--- config.mk ---
export PLATFORM = sky130hd
export DESIGN_NAME = instr_encoder_flat
export DESIGN_NICKNAME = d
export VERILOG_FILES = /design/src/rtl/riscv_enc_pkg.sv /design/src/rtl/instr_encoder_if.sv /design/src/rtl/imm_field_pack.sv /design/src/rtl/instr_encoder.sv /design/src/flat_wrapper.sv
export SDC_FILE = /design/constraint.sdc
export NUM_CORES = 1
export LEC_CHECK = 0
export BUFFER_PORTS_ARGS = -buffer_cell sky130_fd_sc_hd__buf_2
export CAP_MARGIN = 10
export CORE_MARGIN = 2
export CORE_UTILIZATION = 45
export DETAILED_ROUTE_END_ITERATION = 10
export PLACE_DENSITY = 0.81
export SKIP_LAST_GASP = 1
export SYNTH_ARGS = -nofsm -noshare
export SYNTH_HDL_FRONTEND = slang
export SYNTH_SLANG_ARGS = --single-unit
export TNS_END_PERCENT = 10
--- constraint.sdc ---
create_clock -name clk -period 3.9 [get_ports clk]
set_input_delay 0.39 -clock clk [delete_from_list [all_inputs] [get_ports clk]]
set_output_delay 0.39 -clock clk [all_outputs]
set_load 0.05 [all_outputs]
--- src/rtl/riscv_enc_pkg.sv ---
// Shared RV32I encoding constants, field bundle and format classification.
// Used by both the instruction encoder and the immediate decode path.
package riscv_enc_pkg;

    localparam logic [6:0] OP_R    = 7'b0110011;
    localparam logic [6:0] OP_I    = 7'b0010011;
    localparam logic [6:0] OP_S    = 7'b0100011;
    localparam logic [6:0] OP_B    = 7'b1100011;
    localparam logic [6:0] OP_LOAD = 7'b0000011;

    localparam int IMM_IS_MIN = -2048;
    localparam int IMM_IS_MAX = 2047;
    localparam int IMM_B_MIN  = -4096;
    localparam int IMM_B_MAX  = 4094;

    typedef enum logic [1:0] {
        FMT_R,
        FMT_I,
        FMT_S,
        FMT_B
    } fmt_e;

    typedef struct packed {
        logic [6:0]  opcode;
        logic [4:0]  rd;
        logic [4:0]  rs1;
        logic [4:0]  rs2;
        logic [2:0]  funct3;
        logic [6:0]  funct7;
        logic [31:0] imm;
    } enc_fields_t;

    function automatic fmt_e fmt_of(input logic [6:0] op);
        fmt_e f;
        case (op)
            OP_R:          f = FMT_R;
            OP_S:          f = FMT_S;
            OP_B:          f = FMT_B;
            OP_I, OP_LOAD: f = FMT_I;
            default:       f = FMT_I;
        endcase
        return f;
    endfunction

endpackage

--- src/rtl/instr_encoder_if.sv ---
// Field-bundle input stream and encoded-word output stream of the encoder.
interface instr_encoder_if;

    logic        in_valid;
    logic        in_ready;
    logic [6:0]  in_opcode;
    logic [4:0]  in_rd;
    logic [4:0]  in_rs1;
    logic [4:0]  in_rs2;
    logic [2:0]  in_funct3;
    logic [6:0]  in_funct7;
    logic [31:0] in_imm;

    logic        out_valid;
    logic        out_ready;
    logic [31:0] out_instr;
    logic        out_err;

    modport slave (
        input  in_valid, in_opcode, in_rd, in_rs1, in_rs2, in_funct3, in_funct7, in_imm,
        output in_ready,
        output out_valid, out_instr, out_err,
        input  out_ready
    );

    modport master (
        output in_valid, in_opcode, in_rd, in_rs1, in_rs2, in_funct3, in_funct7, in_imm,
        input  in_ready,
        input  out_valid, out_instr, out_err,
        output out_ready
    );

endinterface

--- src/rtl/imm_field_pack.sv ---
// Combinational format mux: packs S1 fields into an RV32I word and flags
// immediates that are out of range or (for branches) misaligned.
module imm_field_pack
    import riscv_enc_pkg::*;
(
    input  enc_fields_t fields_i,
    output logic [31:0] instr_o,
    output logic        err_o
);

    logic signed [31:0] simm;
    fmt_e               fmt;

    assign simm = $signed(fields_i.imm);
    assign fmt  = fmt_of(fields_i.opcode);

    always_comb begin
        instr_o = '0;
        err_o   = 1'b0;
        case (fmt)
            FMT_R: begin
                instr_o = {fields_i.funct7, fields_i.rs2, fields_i.rs1,
                           fields_i.funct3, fields_i.rd, fields_i.opcode};
            end
            FMT_S: begin
                instr_o = {fields_i.imm[11:5], fields_i.rs2, fields_i.rs1,
                           fields_i.funct3, fields_i.imm[4:0], fields_i.opcode};
                err_o   = (simm < IMM_IS_MIN) || (simm > IMM_IS_MAX);
            end
            FMT_B: begin
                instr_o = {fields_i.imm[12], fields_i.imm[10:5], fields_i.rs2, fields_i.rs1,
                           fields_i.funct3, fields_i.imm[4:1], fields_i.imm[11], fields_i.opcode};
                // Odd values above IMM_B_MAX fall out via the alignment term too.
                err_o   = (simm < IMM_B_MIN) || (simm > IMM_B_MAX) || fields_i.imm[0];
            end
            default: begin
                instr_o = {fields_i.imm[11:0], fields_i.rs1, fields_i.funct3,
                           fields_i.rd, fields_i.opcode};
                err_o   = (simm < IMM_IS_MIN) || (simm > IMM_IS_MAX);
            end
        endcase
    end

endmodule

--- src/rtl/instr_encoder.sv ---
// Two-stage RV32I instruction encoder with valid/ready streams on both sides
// and saturating counters of delivered words and delivered error words.
module instr_encoder
    import riscv_enc_pkg::*;
#(
    parameter int unsigned CNT_W = 16
) (
    input  logic             clk,
    input  logic             rst,
    instr_encoder_if.slave   bus,
    output logic [CNT_W-1:0] enc_count,
    output logic [CNT_W-1:0] err_count
);

    enc_fields_t      s1_q;
    enc_fields_t      s1_d;
    logic             s1_valid_q;

    logic             out_valid_q;
    logic [31:0]      out_instr_q;
    logic             out_err_q;

    logic [31:0]      pack_instr;
    logic             pack_err;

    logic             s2_adv;
    logic             in_ready;
    logic             out_fire;

    logic [CNT_W-1:0] enc_count_q, enc_count_d;
    logic [CNT_W-1:0] err_count_q, err_count_d;

    assign s2_adv   = !out_valid_q || bus.out_ready;
    assign in_ready = !s1_valid_q || s2_adv;
    assign out_fire = out_valid_q && bus.out_ready;

    assign s1_d = '{opcode: bus.in_opcode, rd: bus.in_rd, rs1: bus.in_rs1, rs2: bus.in_rs2,
                    funct3: bus.in_funct3, funct7: bus.in_funct7, imm: bus.in_imm};

    imm_field_pack u_pack (
        .fields_i (s1_q),
        .instr_o  (pack_instr),
        .err_o    (pack_err)
    );

    always_comb begin
        enc_count_d = enc_count_q;
        err_count_d = err_count_q;
        if (out_fire) begin
            if (enc_count_q != '1) begin
                enc_count_d = enc_count_q + CNT_W'(1);
            end
            if (out_err_q && (err_count_q != '1)) begin
                err_count_d = err_count_q + CNT_W'(1);
            end
        end
    end

    always_ff @(posedge clk) begin
        if (rst) begin
            s1_q        <= '0;
            s1_valid_q  <= 1'b0;
            out_valid_q <= 1'b0;
            out_instr_q <= '0;
            out_err_q   <= 1'b0;
            enc_count_q <= '0;
            err_count_q <= '0;
        end else begin
            // S2 reloads only when S1 holds a word; a bubble just drops out_valid.
            if (s2_adv) begin
                out_valid_q <= s1_valid_q;
                if (s1_valid_q) begin
                    out_instr_q <= pack_instr;
                    out_err_q   <= pack_err;
                end
            end
            if (in_ready) begin
                s1_valid_q <= bus.in_valid;
                if (bus.in_valid) begin
                    s1_q <= s1_d;
                end
            end
            enc_count_q <= enc_count_d;
            err_count_q <= err_count_d;
        end
    end

    assign bus.in_ready  = in_ready;
    assign bus.out_valid = out_valid_q;
    assign bus.out_instr = out_instr_q;
    assign bus.out_err   = out_err_q;
    assign enc_count     = enc_count_q;
    assign err_count     = err_count_q;

endmodule

--- src/flat_wrapper.sv ---
// flat-port wrapper written by rule: the top's interface ports become plain ports
module instr_encoder_flat import riscv_enc_pkg::*;
#(
    parameter int unsigned CNT_W = 16
)
  (clk, rst, enc_count, err_count, bus_in_valid, bus_in_opcode, bus_in_rd, bus_in_rs1, bus_in_rs2, bus_in_funct3, bus_in_funct7, bus_in_imm, bus_in_ready, bus_out_valid, bus_out_instr, bus_out_err, bus_out_ready);
  instr_encoder_if bus_i ();
  input  logic clk;
  input  logic rst;
  output logic [CNT_W-1:0] enc_count;
  output logic [CNT_W-1:0] err_count;
  input wire logic [$bits(bus_i.in_valid)-1:0] bus_in_valid;
  input wire logic [$bits(bus_i.in_opcode)-1:0] bus_in_opcode;
  input wire logic [$bits(bus_i.in_rd)-1:0] bus_in_rd;
  input wire logic [$bits(bus_i.in_rs1)-1:0] bus_in_rs1;
  input wire logic [$bits(bus_i.in_rs2)-1:0] bus_in_rs2;
  input wire logic [$bits(bus_i.in_funct3)-1:0] bus_in_funct3;
  input wire logic [$bits(bus_i.in_funct7)-1:0] bus_in_funct7;
  input wire logic [$bits(bus_i.in_imm)-1:0] bus_in_imm;
  output wire logic [$bits(bus_i.in_ready)-1:0] bus_in_ready;
  output wire logic [$bits(bus_i.out_valid)-1:0] bus_out_valid;
  output wire logic [$bits(bus_i.out_instr)-1:0] bus_out_instr;
  output wire logic [$bits(bus_i.out_err)-1:0] bus_out_err;
  input wire logic [$bits(bus_i.out_ready)-1:0] bus_out_ready;
  assign bus_i.in_valid = bus_in_valid;
  assign bus_i.in_opcode = bus_in_opcode;
  assign bus_i.in_rd = bus_in_rd;
  assign bus_i.in_rs1 = bus_in_rs1;
  assign bus_i.in_rs2 = bus_in_rs2;
  assign bus_i.in_funct3 = bus_in_funct3;
  assign bus_i.in_funct7 = bus_in_funct7;
  assign bus_i.in_imm = bus_in_imm;
  assign bus_in_ready = bus_i.in_ready;
  assign bus_out_valid = bus_i.out_valid;
  assign bus_out_instr = bus_i.out_instr;
  assign bus_out_err = bus_i.out_err;
  assign bus_i.out_ready = bus_out_ready;
  instr_encoder #(.CNT_W(CNT_W)) u_core (.clk(clk), .rst(rst), .bus(bus_i), .enc_count(enc_count), .err_count(err_count));
endmodule
==> impl_metrics.yaml, run 1 <==
outcome:
  outcome: "complete, no violations"
critical_path:
  rr_worst_depth: 5
  worstPathArrival_ns: 2.56
  worstPathRequired_ns: 4.22
  cpMostUsedCell: "nand2_1"
  cp_cell_sequence: "nor2b_1 > nand2_1 > nand2_2 > nand2_1 > a21oi_1"
  crit_type: "flop to flop"
  critPathSlowestCell: "nand2_2"
  cp_max_fo: 64
  worst_setup_path_start_kind: "flop"
  cpPeakStageDelay_ns: 0.85
  end_kind: "flop"
synthesis:
  synthCells: 644
  synth.most_common_cell: "nand2_1"
  synth_edf_count: 0
  synth_seq_cells: 131
  syn_area_mm2: 0.005250
  synth_top_area_share_pct: 49.95
  avgSynthCellArea_um2: 8.152
  ys_warn_count: 0
  synth.distinct_cells: 37
  async_flop_share_pct: 0
  synth_seq_area_share_pct: 49.95
  synth_area_leader_cell: "dfxtp_1"
  yosys-top-cells-count: "nand2_1 (186), dfxtp_1 (131), a21oi_1 (86)"
  synth_ff_type: "dfxtp_1"
  synth_area_leaders: "dfxtp_1 (50%), nand2_1 (13%), a21oi_1 (8.2%), nor2_1 (3.4%), xor2_1 (3.3%)"
  synth_fp_nets: 714
placed_design:
  numPortBuffers: 134
  dp_hpwl_um: 8189
  gp_congestion: 0.8745
  placed_area_mm2: 0.005971
floorplanning:
  initial_utilization_pct: 45.98
  core_area_mm2: 0.01142
  rows: 39
  ios: 135
  chipWidth_um: 112.0
  fp.dieArea_mm2: 0.01255
  fp.dieH_um: 112.0
finish:
  finish.net_count: 829
  final_area_mm2: 0.006569
  syn_to_final_growth_pct: 25.12
  drive_gt1_share_pct: 22.57
power_and_ir_drop:
  powerDensity_mw_per_mm2: 497.9
  total_power_mw: 3.271
  power.leakage_nw: 2.746
  ir_worst_vdd_uv: 278.6
global_route:
  grt_start_max_net_pins: 65
  antenna_found_initial: 0
  grt_pass1_wl_um: 20600
  grt_pass1_vias: 4291
  grt-ovfl-total: 0
  gr-usage-all-layers_pct: 20.01
clocking:
  cts_sinks: 131
  cts_root_buf: "clkbuf_16"
  ctsResizeCount: 0
  cts_tree: "yes"
  holdBufCountCts: 0
  clock_path_buffers: 2
  insertion_delay_ns: 0.41
  numCtsBuffers: 17
  cts_setup_buffers: 0
  clk_pin_slew_worst_paths_ns: 0.06
  h-tree-depth: 4
route:
  drt_iter0_drc: 383
  num_vias: 4750
  finalWirelength_um: 12480
  ant_nets: 0
  vias_per_cell: 5.191
  wl_per_cell_um: 13.64
  drc: 0
  firstDrtPassIters: 4
timing:
  relSlewSlack_pct: 22.12
  drv_slew: 0
  rsz0062_at_grt: "no"
  fin_setup_tns_ns: 0
  period_share_pct: 57.43
  fmax_mhz: 446.5
  clock_skew_ns: 0.006717
  worstMarginPinSlew_ns: 1.164
  finalSetupViolations: 0
  period_needed_ns: 2.240
  hold_viol_final: 0
hold_path:
  holdCritPathClass: "input port to flop"
  hold_path_depth: 3
job:
  maxCapViolCount: 0
==> placed cells by master (no fill, tap or decap), types with 2 or more instances in the layout <==
cell,instances
clkbuf_8,3
nand3_1,14
a211oi_1,9
xor2_1,20
ha_1,2
o31ai_1,2
clkinv_2,2
buf_2,133
clkinv_4,4
dfxtp_1,131
bufinv_16,2
nor2_1,48
and2_1,2
nand4b_1,2
nand2b_1,2
mux2i_1,13
and3_1,12
o211ai_1,11
buf_4,3
and4_1,5
xnor2_1,4
clkbuf_16,17
a311oi_1,8
nand4_1,11
clkinvlp_4,2
nor3_1,4
inv_1,2
or4_1,2
nor4_1,7
or3_1,4
nand2_1,185
a21oi_1,86
o21ai_0,5
==> critical path, delay by kind of cell (launching register included) <==
kind,cells,cell delay (ns)
flip-flops,1,0.38
AND/OR/NAND/NOR,4,1.52
AO/OA/AOI/OAI,1,0.21
==> through the flow <==
step / hold slack, ns / setup slack [ns] / std cells / util [%]
6_report: 0.2145 / 1.660 / 915 / 57.53
5_1_grt: 0.2055 / 1.336 / 914 / 57.51
4_1_cts: 0.1982 / 1.644 / 914 / 57.51
3_5_place_dp: 0.4434 / 1.575 / 883 / 52.29
3_3_place_gp: 0.4389 / 1.632 / 883 / 52.29
2_1_floorplan: 0.4322 / 1.660 / 644 / -
==> registers in the layout (all words and copies together) (netlist names) <==
register / flops
u_core.bus.out_err: 1
u_core.err_count: 16
u_core.s1_valid_q: 1
u_core.bus.out_valid: 1
u_core.bus.out_instr: 32
u_core.enc_count: 16
u_core.s1_q: 64
==> final timing paths <==
path	end	startpoint	slack, ns
max	u_core.s1_q[29]	u_core.bus.out_valid	1.66
min reg2reg	u_core.bus.out_instr[19]	u_core.s1_q[51]	0.45
min	u_core.s1_q[7]	bus_in_imm[7]	0.21
max reg2reg	u_core.s1_q[29]	u_core.bus.out_valid	1.66
==> layer usage <==
layer / vias up / GRT usage, % / part of all wire, %
met1: 2174 / 26.77 / 47
met2: 122 / 32.69 / 47
li1: 2442 / - / -
met5: - / 0 / 0
met3: 12 / 5.022 / 5.7
met4: 0 / 5.122 / 0.95
==> report_power, final <==
part / total (mW) / switching [mW] / internal (mW)
Sequential: 1.43 / 0.0391 / 1.39
Combinational: 0.254 / 0.173 / 0.0815
Clock: 1.58 / 0.592 / 0.992
Total: 3.27 / 0.804 / 2.47
==> layout make-up <==
type | count | area [um^2]
Antenna cell | 1 | 2.502
Fill cell | 1072 | 4850
Clock inverter | 11 | 128.9
Inverter | 2 | 7.507
Multi-Input combinational cell | 471 | 2474
Sequential cell | 131 | 2623
Timing Repair Buffer | 136 | 688.2
Clock buffer | 20 | 466.7
Tap cell | 143 | 178.9
==> cell families (layout without fill, tap and decap cells) <==
kind of cell / count (synthesis) / after routing / synth area share (%)
AOI/OAI and AO/OA: 127 / 127 / 14.51
buffers and inverters: 42 / 169 / 3.146
muxes: 13 / 13 / 2.478
xor gates and xnor gates: 24 / 24 / 4.004
DFF: 131 / 131 / 49.95
other: 0 / 1 / 0
and+or+nand+nor: 305 / 305 / 25.43
adders and majority gates: 2 / 2 / 0.4766
Power figures use the tool's default switching activity.
==> run 2: changes to the inputs <==
==> constraint.sdc (replaced) <==
create_clock -name clk -period 2.2 [get_ports clk]
set_input_delay 0.22 -clock clk [delete_from_list [all_inputs] [get_ports clk]]
set_output_delay 0.22 -clock clk [all_outputs]
set_load 0.05 [all_outputs]
==> impl_metrics.yaml, run 2 (same netlist as run 1, synthesis figures left out) <==
critical_path:
  cp_cell_sequence: "nor2b_1 > nand2_1 > and2_2 > buf_4 > nand2_1 > a21oi_1"
  cpPeakStageDelay_ns: 0.42
  crit_buf_inv: 1
  worstPathArrival_ns: 2.16
  crit_type: "flop to flop"
  cp_max_fo: 30
  critPathSlowestCell: "and2_2"
  worstPathRequired_ns: 2.47
  end_kind: "flop"
  cpMostUsedCell: "nand2_1"
  worst_setup_path_start_kind: "flop"
  crit_family: "simple AND/OR/NAND/NOR gates"
timing:
  period_share_pct: 85.97
  finalSetupViolations: 0
  clock_skew_ns: 0.007770
  fmax_mhz: 528.7
  period_needed_ns: 1.891
  rsz0062_at_grt: "no"
  relSlewSlack_pct: 61.01
  fin_setup_tns_ns: 0
  layout_setup_ws_ns: 0.3087
  drv_slew: 0
  hold_viol_final: 0
  worstMarginPinSlew_ns: 0.5828
power_and_ir_drop:
  powerDensity_mw_per_mm2: 857.0
  ir_worst_vdd_uv: 531.5
  total_power_mw: 5.734
  power.leakage_nw: 2.803
finish:
  final_cell_mix: "nand2_1 (185), buf_2 (133), dfxtp_1 (130)"
  syn_to_final_growth_pct: 27.45
  largest_register_ffs: 64
  finish.net_count: 839
  utilization_pct: 58.60
  final_common_cell: "nand2_1"
  drive_gt1_share_pct: 23.53
  largest_register: "u_core.s1_q"
clocking:
  holdBufCountCts: 0
  cts_setup_buffers: 0
  insertion_delay_ns: 0.41
  numCtsBuffers: 17
  cts_root_buf: "clkbuf_16"
  ctsResizeCount: 0
  clk_pin_slew_worst_paths_ns: 0.06
  clock_path_buffers: 2
  h-tree-depth: 4
  cts_tree: "yes"
  cts_sinks: 131
floorplanning:
  ios: 135
  fp.dieArea_mm2: 0.01255
  rows: 39
  core_area_mm2: 0.01142
  chipWidth_um: 112.0
  initial_utilization_pct: 45.98
  fp.dieH_um: 112.0
outcome:
  outcome: "complete, no violations"
global_route:
  antenna_found_initial: 0
  grt_pass1_vias: 4408
  grt_start_max_net_pins: 48
  gr-usage-all-layers_pct: 20.78
  grt-ovfl-total: 0
  grt_pass1_wl_um: 21120
route:
  ant_nets: 0
  drt_iter0_drc: 359
  drc: 0
  finalWirelength_um: 12900
  num_vias: 4861
  firstDrtPassIters: 5
  wl_per_cell_um: 13.93
  vias_per_cell: 5.249
job:
  maxCapViolCount: 0
hold_path:
  holdCritPathClass: "input port to flop"
placed_design:
  numPortBuffers: 134
  dp_hpwl_um: 8742
  gp_congestion: 0.8503
  place_ws_ns: 0.3033
-- run 2: cell types whose count changed in the layout (fill, tap and decap cells not counted), sizes merged --
cell      change
clkinvlp      +1
buf          +10
-- run 2: per-stage QoR --
stage	cells	instance area, um^2	hold slack, ns
after CTS	925	6689	0.02898
after floorplan	644	5251	0.3374
after detailed placement	893	6110	0.4437
after global placement	893	6110	0.4393
after global routing	925	6689	0.03261
final	926	6691	0.04522
-- run 2: final cells by class --
type | count | area, um^2
Clock buffer | 20 | 446.7
Sequential cell | 131 | 2624
Antenna cell | 1 | 2.502
Fill cell | 1041 | 4727
Clock inverter | 12 | 132.6
Timing Repair Buffer | 146 | 825.8
Tap cell | 143 | 178.9
Multi-Input combinational cell | 471 | 2474
Inverter | 2 | 7.507
-- run 2: worst paths after layout --
kind,from,end,slack (ns),depth (start not counted)
max reg2reg,u_core.bus.out_valid,u_core.s1_q[13],0.31,6
max,u_core.bus.out_valid,u_core.s1_q[13],0.31,6
min,bus_in_imm[31],u_core.s1_q[31],0.05,3
min reg2reg,u_core.s1_q[49],u_core.bus.out_instr[17],0.45,2
-- run 2: metal layers --
layer  up-vias  wire length (um)  track usage [%]
met4         0               167            6.423
li1       2466                 -                -
met2       158              5978            32.77
met3        12               973            7.235
met5         -                 0                0
met1      2225              5777            27.08
-- run 2: tightest hold or removal path, delay by kind of cell --
family	cells	cell delay [ns]
and+or+nand+nor	1	0.04
AOI/OAI and AO/OA	1	0.05
buffers and inverters	1	0.10
-- run 2: report_power, final --
| part | total [mW] | internal [mW] | switching [mW] |
|---|---|---|---|
| sequential | 2.54 | 2.47 | 0.0675 |
| clock | 2.71 | 1.70 | 1.02 |
| combinational | 0.481 | 0.164 | 0.317 |
